$ cat config.mk
export PLATFORM = sky130hd
export DESIGN_NAME = otter_cu
export DESIGN_NICKNAME = d
export VERILOG_FILES = /design/src/rtl/otter_pkg.sv /design/src/rtl/otter_cu_dcdr.sv /design/src/rtl/otter_cu.sv
export SDC_FILE = /design/constraint.sdc
export NUM_CORES = 1
export LEC_CHECK = 0
export BUFFER_PORTS_ARGS = -buffer_cell sky130_fd_sc_hd__buf_2
export CAP_MARGIN = 20
export CORE_MARGIN = 3
export CORE_UTILIZATION = 37
export DETAILED_ROUTE_END_ITERATION = 6
export HOLD_SLACK_MARGIN = 0.12
export PLACE_DENSITY_LB_ADDON = 0.12
export SYNTH_ARGS = -nofsm -noshare
export SYNTH_HDL_FRONTEND = slang
export SYNTH_SLANG_ARGS = --single-unit
$ cat constraint.sdc
create_clock -name CLK -period 2.9 [get_ports CLK]
set_clock_uncertainty 0.15 [all_clocks]
set_input_delay 0.145 -clock CLK [delete_from_list [all_inputs] [get_ports CLK]]
set_output_delay 0.145 -clock CLK [all_outputs]
set_load 0.01 [all_outputs]
$ cat src/rtl/otter_pkg.sv
// otter_pkg: shared encodings for the OTTER multicycle control unit.
// Holds opcode, ALU function and FSM state enums plus the mux-select constants
// that the control unit drives into the datapath.
package otter_pkg;

  typedef enum logic [6:0] {
    OPC_LOAD   = 7'b0000011,
    OPC_STORE  = 7'b0100011,
    OPC_BRANCH = 7'b1100011,
    OPC_JALR   = 7'b1100111,
    OPC_JAL    = 7'b1101111,
    OPC_OPIMM  = 7'b0010011,
    OPC_OP     = 7'b0110011,
    OPC_LUI    = 7'b0110111,
    OPC_AUIPC  = 7'b0010111,
    OPC_SYSTEM = 7'b1110011
  } opcode_t;

  typedef enum logic [3:0] {
    ALU_ADD   = 4'b0000,
    ALU_SUB   = 4'b1000,
    ALU_OR    = 4'b0110,
    ALU_AND   = 4'b0111,
    ALU_XOR   = 4'b0100,
    ALU_SRL   = 4'b0101,
    ALU_SLL   = 4'b0001,
    ALU_SRA   = 4'b1101,
    ALU_SLT   = 4'b0010,
    ALU_SLTU  = 4'b0011,
    ALU_COPYB = 4'b1001
  } alu_fun_t;

  typedef enum logic [1:0] {
    ST_FETCH = 2'd0,
    ST_EXEC  = 2'd1,
    ST_WB    = 2'd2,
    ST_INTR  = 2'd3
  } state_t;

  // ALU operand A select
  localparam logic [1:0] SRCA_RS1   = 2'd0;
  localparam logic [1:0] SRCA_UIMM  = 2'd1;
  localparam logic [1:0] SRCA_NRS1  = 2'd2;

  // ALU operand B select
  localparam logic [2:0] SRCB_RS2   = 3'd0;
  localparam logic [2:0] SRCB_IIMM  = 3'd1;
  localparam logic [2:0] SRCB_SIMM  = 3'd2;
  localparam logic [2:0] SRCB_PC    = 3'd3;
  localparam logic [2:0] SRCB_CSR   = 3'd4;
  localparam logic [2:0] SRCB_ZERO  = 3'd5;

  // next-PC select
  localparam logic [2:0] PC_SEL_PC4    = 3'd0;
  localparam logic [2:0] PC_SEL_JALR   = 3'd1;
  localparam logic [2:0] PC_SEL_BRANCH = 3'd2;
  localparam logic [2:0] PC_SEL_JAL    = 3'd3;
  localparam logic [2:0] PC_SEL_MTVEC  = 3'd4;
  localparam logic [2:0] PC_SEL_MEPC   = 3'd5;

  // register-file writeback select
  localparam logic [1:0] RF_WR_PC4  = 2'd0;
  localparam logic [1:0] RF_WR_CSR  = 2'd1;
  localparam logic [1:0] RF_WR_DMEM = 2'd2;
  localparam logic [1:0] RF_WR_ALU  = 2'd3;

  // branch condition from funct3 and comparator flags; undefined funct3 is not taken
  function automatic logic branch_taken(input logic [2:0] f3, input logic eq,
                                        input logic lt, input logic ltu);
    case (f3)
      3'b000:  return eq;
      3'b001:  return ~eq;
      3'b100:  return lt;
      3'b101:  return ~lt;
      3'b110:  return ltu;
      3'b111:  return ~ltu;
      default: return 1'b0;
    endcase
  endfunction

endpackage

$ cat src/rtl/otter_cu_dcdr.sv
// otter_cu_dcdr: combinational RV32I instruction decoder for the OTTER control unit.
// Ports: ir/branch flags in; ALU function, operand/PC/writeback selects and
// execute-phase strobes out. With exec=0 every output is zero (fetch values).
module otter_cu_dcdr
  import otter_pkg::*;
(
  input  logic [31:0] ir,
  input  logic        br_eq,
  input  logic        br_lt,
  input  logic        br_ltu,
  input  logic        exec,
  output logic [3:0]  alu_fun,
  output logic [1:0]  srca_sel,
  output logic [2:0]  srcb_sel,
  output logic [2:0]  pc_sel,
  output logic [1:0]  rf_wr_sel,
  output logic        pc_we,
  output logic        reg_we,
  output logic        mem_we2,
  output logic        mem_rden2,
  output logic        csr_we,
  output logic        mret_exec
);

  logic [2:0] f3;
  opcode_t    opc;

  assign f3  = ir[14:12];
  assign opc = opcode_t'(ir[6:0]);

  always_comb begin
    alu_fun   = ALU_ADD;
    srca_sel  = SRCA_RS1;
    srcb_sel  = SRCB_RS2;
    pc_sel    = PC_SEL_PC4;
    rf_wr_sel = RF_WR_PC4;
    pc_we     = 1'b0;
    reg_we    = 1'b0;
    mem_we2   = 1'b0;
    mem_rden2 = 1'b0;
    csr_we    = 1'b0;
    mret_exec = 1'b0;

    if (exec) begin
      // every instruction except a load advances the PC in execute;
      // loads advance it in the writeback state instead
      pc_we = 1'b1;
      case (opc)
        OPC_OP: begin
          alu_fun   = {ir[30], f3};
          reg_we    = 1'b1;
          rf_wr_sel = RF_WR_ALU;
        end
        OPC_OPIMM: begin
          // ir[30] only selects SRA among immediates; for ADDI it is immediate data
          alu_fun   = {ir[30] & (f3 == 3'b101), f3};
          srcb_sel  = SRCB_IIMM;
          reg_we    = 1'b1;
          rf_wr_sel = RF_WR_ALU;
        end
        OPC_LUI: begin
          alu_fun   = ALU_COPYB;
          srca_sel  = SRCA_UIMM;
          reg_we    = 1'b1;
          rf_wr_sel = RF_WR_ALU;
        end
        OPC_AUIPC: begin
          alu_fun   = ALU_ADD;
          srca_sel  = SRCA_UIMM;
          srcb_sel  = SRCB_PC;
          reg_we    = 1'b1;
          rf_wr_sel = RF_WR_ALU;
        end
        OPC_JAL: begin
          pc_sel    = PC_SEL_JAL;
          reg_we    = 1'b1;
          rf_wr_sel = RF_WR_PC4;
        end
        OPC_JALR: begin
          pc_sel    = PC_SEL_JALR;
          reg_we    = 1'b1;
          rf_wr_sel = RF_WR_PC4;
        end
        OPC_BRANCH: begin
          pc_sel = branch_taken(f3, br_eq, br_lt, br_ltu) ? PC_SEL_BRANCH : PC_SEL_PC4;
        end
        OPC_LOAD: begin
          alu_fun   = ALU_ADD;
          srcb_sel  = SRCB_IIMM;
          mem_rden2 = 1'b1;
          pc_we     = 1'b0;
        end
        OPC_STORE: begin
          alu_fun  = ALU_ADD;
          srcb_sel = SRCB_SIMM;
          mem_we2  = 1'b1;
        end
        OPC_SYSTEM: begin
          case (f3)
            3'b001: begin // CSRRW: rs1 + 0 passes rs1 to the CSR
              alu_fun   = ALU_ADD;
              srcb_sel  = SRCB_ZERO;
              csr_we    = 1'b1;
              reg_we    = 1'b1;
              rf_wr_sel = RF_WR_CSR;
            end
            3'b010: begin // CSRRS: csr | rs1
              alu_fun   = ALU_OR;
              srcb_sel  = SRCB_CSR;
              csr_we    = 1'b1;
              reg_we    = 1'b1;
              rf_wr_sel = RF_WR_CSR;
            end
            3'b011: begin // CSRRC: csr & ~rs1
              alu_fun   = ALU_AND;
              srca_sel  = SRCA_NRS1;
              srcb_sel  = SRCB_CSR;
              csr_we    = 1'b1;
              reg_we    = 1'b1;
              rf_wr_sel = RF_WR_CSR;
            end
            3'b000: begin
              pc_sel    = PC_SEL_MEPC;
              mret_exec = 1'b1;
            end
            default: ; // unsupported SYSTEM forms retire as NOP
          endcase
        end
        default: ; // illegal opcode: NOP, PC+4 only
      endcase
    end
  end

endmodule

$ cat src/rtl/otter_cu.sv
// otter_cu: multicycle control unit (decoder + fetch/exec/writeback/interrupt FSM).
// Ports: CLK, RST (sync, active-high); IR and branch flags in; INTR pending interrupt;
// ALU_FUN, operand/PC/writeback selects and write/read strobes out, all combinational.
module otter_cu
  import otter_pkg::*;
(
  input  logic        CLK,
  input  logic        RST,
  input  logic [31:0] IR,
  input  logic        BR_EQ,
  input  logic        BR_LT,
  input  logic        BR_LTU,
  input  logic        INTR,
  output logic [3:0]  ALU_FUN,
  output logic [1:0]  SRCA_SEL,
  output logic [2:0]  SRCB_SEL,
  output logic [2:0]  PC_SEL,
  output logic [1:0]  RF_WR_SEL,
  output logic        PC_WE,
  output logic        REG_WE,
  output logic        MEM_WE2,
  output logic        MEM_RDEN1,
  output logic        MEM_RDEN2,
  output logic        CSR_WE,
  output logic        INT_TAKEN,
  output logic        MRET_EXEC
);

  state_t state, next_state;

  logic [3:0] d_alu_fun;
  logic [1:0] d_srca_sel;
  logic [2:0] d_srcb_sel;
  logic [2:0] d_pc_sel;
  logic [1:0] d_rf_wr_sel;
  logic       d_pc_we, d_reg_we, d_mem_we2, d_mem_rden2, d_csr_we, d_mret_exec;
  logic       pc_we_s, reg_we_s, mem_we2_s, csr_we_s, int_taken_s, mret_exec_s;
  logic       is_load;

  assign is_load = (IR[6:0] == OPC_LOAD);

  otter_cu_dcdr u_dcdr (
    .ir        (IR),
    .br_eq     (BR_EQ),
    .br_lt     (BR_LT),
    .br_ltu    (BR_LTU),
    .exec      (state == ST_EXEC),
    .alu_fun   (d_alu_fun),
    .srca_sel  (d_srca_sel),
    .srcb_sel  (d_srcb_sel),
    .pc_sel    (d_pc_sel),
    .rf_wr_sel (d_rf_wr_sel),
    .pc_we     (d_pc_we),
    .reg_we    (d_reg_we),
    .mem_we2   (d_mem_we2),
    .mem_rden2 (d_mem_rden2),
    .csr_we    (d_csr_we),
    .mret_exec (d_mret_exec)
  );

  always_ff @(posedge CLK) begin
    if (RST) state <= ST_FETCH;
    else     state <= next_state;
  end

  always_comb begin
    next_state  = ST_FETCH;
    ALU_FUN     = d_alu_fun;
    SRCA_SEL    = d_srca_sel;
    SRCB_SEL    = d_srcb_sel;
    PC_SEL      = d_pc_sel;
    RF_WR_SEL   = d_rf_wr_sel;
    pc_we_s     = d_pc_we;
    reg_we_s    = d_reg_we;
    mem_we2_s   = d_mem_we2;
    csr_we_s    = d_csr_we;
    mret_exec_s = d_mret_exec;
    int_taken_s = 1'b0;
    MEM_RDEN1   = 1'b0;
    MEM_RDEN2   = d_mem_rden2;

    case (state)
      ST_FETCH: begin
        MEM_RDEN1  = 1'b1;
        next_state = ST_EXEC;
      end
      ST_EXEC: begin
        // loads defer their writes to ST_WB, so interrupt entry waits until after it
        if (is_load)   next_state = ST_WB;
        else if (INTR) next_state = ST_INTR;
        else           next_state = ST_FETCH;
      end
      ST_WB: begin
        reg_we_s   = 1'b1;
        pc_we_s    = 1'b1;
        RF_WR_SEL  = RF_WR_DMEM;
        PC_SEL     = PC_SEL_PC4;
        next_state = INTR ? ST_INTR : ST_FETCH;
      end
      ST_INTR: begin
        PC_SEL      = PC_SEL_MTVEC;
        pc_we_s     = 1'b1;
        int_taken_s = 1'b1;
        next_state  = ST_FETCH;
      end
      default: next_state = ST_FETCH;
    endcase
  end

  // an instruction interrupted by reset must not commit any architectural write
  assign PC_WE     = pc_we_s     & ~RST;
  assign REG_WE    = reg_we_s    & ~RST;
  assign MEM_WE2   = mem_we2_s   & ~RST;
  assign CSR_WE    = csr_we_s    & ~RST;
  assign INT_TAKEN = int_taken_s & ~RST;
  assign MRET_EXEC = mret_exec_s & ~RST;

endmodule

; ---- Yosys cells after proc, flatten, opt, wreduce, memory -nomap -nowiden
; Index checks and enable logic that the tools add are counted.
; W data, S select, Z words.
[word_totals]
mem_bits_ro = 0
latchBits = 0
elab_cells = 83
in_bits = 38
out_inout_bits = 22
mem_bits_rw = 0
mem_count = 0
reg_bits = 2
[op_classes]
add_sub_neg = 0
eq_ne = 20
n_reduce_logical = 9
order_cmp = 0
div_mod_pow = 0
mul = 0
n_mux = 42
n_bitwise = 11
shifts = 0
[ops]
columns = cell, n
row1 = $eq A7 B7 Y1 const B, 4
row2 = $pmux W3 S4, 2
row3 = $eq A7 B6 Y1 const B, 3
row4 = $mux W1, 20
row5 = $pmux W3 S2, 3
row6 = $pmux W4 S4, 1
row7 = $eq A7 B5 Y1 const B, 2
row8 = $mux W2, 7
row9 = $eq A3 B3 Y1 const B, 4
row10 = $mux W3, 3
row11 = $pmux W2 S2, 2
row12 = $pmux W2 S4, 1
row13 = $reduce_or A2 Y1, 4
row14 = $and A1 B1 Y1, 7
row15 = $eq A7 B2 Y1 const B, 1
row16 = $eq A3 B2 Y1 const B, 2
row17 = $pmux W1 S6, 1
row18 = $reduce_or A6 Y1, 1
row19 = $eq A2 B2 Y1 const B, 2
row20 = $mux W4, 1
row21 = $not A1 Y1, 4
row22 = $reduce_or A4 Y1, 1
row23 = $eq A3 B1 Y1 const B, 1
row24 = $logic_not A3 Y1, 1
row25 = other kinds (4), 4

; ---- Logic depth before layout (Yosys ltp)
[logic_depth]
ltp_word = 8
mapped_depth = 5
depth_no_buf = 4

; ---- Hierarchy
; From an unflattened synthesis, not the netlist that was laid out.
[hier_totals]
cells_unflattened = 102
area_unflattened_um2 = 620.6
[modules_own_cells]
columns = mod, area_per_inst_um2, cells_per_inst, seq_area_each_um2, n_inst
row1 = otter_cu_dcdr, 402.9, 70, 0.0, 1
row2 = otter_cu, 217.7, 32, 40.0, 1

; ---- Worst setup path before layout
; No wires, ideal clock.
[synth_timing]
path_type = register to output
startpoint = register state[1]
endpoint = output REG_WE
arrival_time_ps = 1178
stages_incl_launch_ff = 5
n_path_buf = 0
slack_ps = 1427
t_required_ps = 2605
path_cell_list = dfxtp_1 > nand2b_4 > nor3_4 > nand3b_4 > a31oi_1
[synth_between]
elab_chain_len = 4
word_cells_on_any_way = 5
classes_between = eq/ne: 2 / mux: 2 / bitwise: 1
[synth_lines]
columns = item, line
row1 = start: declaration, otter_cu.sv:29  ; state_t state, next_state;
row2 = start signal: assignment, otter_cu.sv:63  ; else state <= next_state;
row3 = $eq A2 B1 Y1, otter_cu.sv:47  ; .exec (state == ST_EXEC),
row4 = $mux W1, otter_cu_dcdr.sv:44  ; if (exec) begin
row5 = $mux W1 (*), otter_cu.sv:82  ; case (state)
row6 = $and A1 B1 Y1 (*), otter_cu.sv:112  ; assign REG_WE = reg_we_s & ~RST;
row7 = end: declaration, otter_cu.sv:20  ; output logic REG_WE,
; Mark *: on every way between the ends. The rest lies on a longest branch, timed or not.

; ---- Final worst setup path
; Same ends and word-level chain as after synthesis.

==> impl_metrics.csv <==
group,metric,value,unit
timing,hold_viol,0,
power_and_ir_drop,powerDensity,207,mW/mm^2
clocking,cts_sinks,2,
final_layout,largest_reg_flops,2,
die,die_h,45.5,um
global_route,grt_max_degree,14,
critical_path,crit_fanout,7,
clocking,htreeDepth,1,
drt,drc,0,
clocking,hold_buffers,2,
timing,timing.fmax,0.538,GHz
timing,slew_viol_final,0,
worst_hold_path,hold_path_end,"state[1]",
clocking,numCtsBuffers,3,
placement,pre_cts_ws,1.28,ns
worst_hold_path,min-delay-start,"INTR",
final_layout,drive_above_1_share,0.452,
die,core.rowCount,13,
clocking,clock_latency,0.23,ns
drt,viasPerCell,5.10,
yosys,yosysUniqueCellTypes,35,
run_status,status,"complete, no violations",
timing,rsz0062_at_grt,"false",
timing,fin_crit,1.86,ns
yosys,synth_area_per_cell,6.79,um^2
final_layout,syn_to_final_growth,38.6,%
drt,vias,709,
critical_path,reg2reg_from,"state[1]",
worst_hold_path,whs_path_depth,3,
yosys,async_flop_share,0,
yosys,synth_edf_count,0,
clocking,cts_tree,"built",
clocking,clkTransAtPathRegs,0.03,ns
final_layout,regMostFlops,"state",
final_layout,postLayoutCellArea,800,um^2
placement,placed_cell_area,757,um^2
critical_path,worstRegToRegCells,5,
drt,ant_nets,0,
die,die_area,0.00207,mm^2
timing,setup_viol,0,
placement,dp_cells,134,
yosys,synth_fp_nets,123,
yosys,ys_ff_latch,2,
clocking,clock_path_buffers,2,
clocking,post_cts_buffers,0,
global_route,grt_antenna_before_repair,0,
die,initial_core_util,0.417,
placement,dp_hpwl,1.34,mm
critical_path,crit_required,2.61,ns
final_layout,finalNonFillerCells,139,
timing,finalWorstSetupSlack,1.04,ns
yosys,synthFlopType,"dfxtp_1",
die,ios,60,
yosys,synthesis.area,577,um^2
final_layout,fin_nets,164,
yosys,synth.top_cells.by_area,"nor2_1, nand2_1, dfxtp_1, nand3b_4, a21oi_1",
final_layout,top_regs,"state: 2 flops",
placement,io_buffer_count,38,
final_layout,insertedDiodeCount,0,
worst_hold_path,hp-class,"in2reg",
yosys,synth_largest_area_cell,"nor2_1",
placement,routabilityCongestion,0.789,
critical_path,endpoint_kind,"output pin",
timing,timing.final.crit_share,0.641,
clocking,root_buffer,"clkbuf_4",
die,die_w,45.5,um
timing,tns,0,ns
global_route,groute.usage.overall,0.183,
yosys,synth_common_cells,"nor2_1, nand2_1, inv_1",
critical_path,reg2reg_to,"state[0]",
critical_path,r2r_slack,1.19,ns
drt,wl,1.67,mm
timing,relSlewSlack,0.719,
drt,drt_first_pass_iters,4,
yosys,synth_most_common_cell,"nor2_1",
critical_path,cp.arrival,1.56,ns
die,core,0.00138,mm^2
timing,tightest_slew,0.418,ns
drt,routedWlPerCell,12.0,um
global_route,grt.overflow.total,0,
flow_run,cap_violations,0,
power_and_ir_drop,power.total,0.000165,W
global_route,grt_pass1_vias,613,
global_route,grt_pass1_wl,2.76,mm
drt,drtIter0Drc,18,
yosys,yosysTopAreaCellShare,0.0846,
yosys,ys_seq_area_frac,0.0694,
yosys,synth_cells,85,
critical_path,cp-start-kind,"register",
yosys,yosysWarningCount,0,
power_and_ir_drop,p_leak,0.447,nW
critical_path,worst-setup-path-type,"reg2out",
clocking,post_cts_resized,0,
power_and_ir_drop,peakVddDrop,0.0000715,V
## placed cells by master (no fill, tap or decap), types with 2 or more instances in the layout
cell / Yosys / final
nand3_1: 5 / 5
a21oi_1: 5 / 5
o21ai_2: 2 / 2
nor2_1: 13 / 13
clkbuf_4: 0 / 3
o21ai_1: 3 / 3
and3_1: 2 / 2
nand2_1: 12 / 12
dfxtp_1: 2 / 2
a21oi_2: 2 / 2
dlygate4sd3_1: 0 / 2
a31oi_1: 2 / 2
nand3b_4: 2 / 2
nor3_1: 5 / 5
nand2b_1: 2 / 2
buf_2: 0 / 38
inv_1: 6 / 6
## how the worst max path moves through the flow
stage	startpoint	endpoint	slack, ns	depth (start not counted)
finish	state[1]	REG_WE	1.04	5
global route	state[1]	MEM_WE2	0.93	5
CTS	state[1]	REG_WE	1.03	5
detailed placement	state[1]	REG_WE	1.28	5
global placement	state[1]	REG_WE	1.27	5
floorplan	state[1]	REG_WE	1.43	4
## power breakdown
group	internal [W]	switching [W]
Sequential	0.0000297	0.00000333
Clock	0.0000457	0.0000174
Combinational	0.0000304	0.0000390
Total	0.000106	0.0000597
## cell type report
class / instances / area, um^2
repair buffers: 40 / 210
inverters: 6 / 22.5
fillers: 150 / 583
flip-flops and latches: 2 / 40.0
clock buffers: 3 / 22.5
well taps: 15 / 18.8
multi-input cells: 73 / 485
## worst max-delay path: stages, from the launching register on
cell      delay (ns)
dfxtp_1         0.35
nand2b_4        0.19
nor4b_2         0.34
nand3_1         0.16
a31oi_1         0.15
buf_2           0.15
## cells by family (layout without fill, tap and decap cells)
| logic type | count (synthesis) | after routing | share of synthesized area |
|---|---|---|---|
| AOI/OAI and AO/OA | 19 | 19 | 0.230 |
| xor gates and xnor gates | 1 | 1 | 0.0152 |
| DFF | 2 | 2 | 0.0694 |
| and+or+nand+nor | 52 | 52 | 0.579 |
| buffers and inverters | 10 | 49 | 0.0889 |
| muxes | 1 | 1 | 0.0174 |
## through the flow
stage | hold WS, ns | utilization
final | 0.133 | 0.578
after global routing | 0.165 | 0.578
after CTS | 0.130 | 0.578
after detailed placement | 0.273 | 0.548
after global placement | 0.272 | 0.548
after floorplan | 0.150 | -
## metal layers
metal  GRT usage  vias to the layer above  part of all wire
li1            -                      385                 -
met1       0.260                      299              0.50
met2       0.242                       25              0.42
met3      0.0474                        0             0.071
met4       0.105                        0                 0
met5           0                        -                 0
Power figures use the tool's default switching activity.
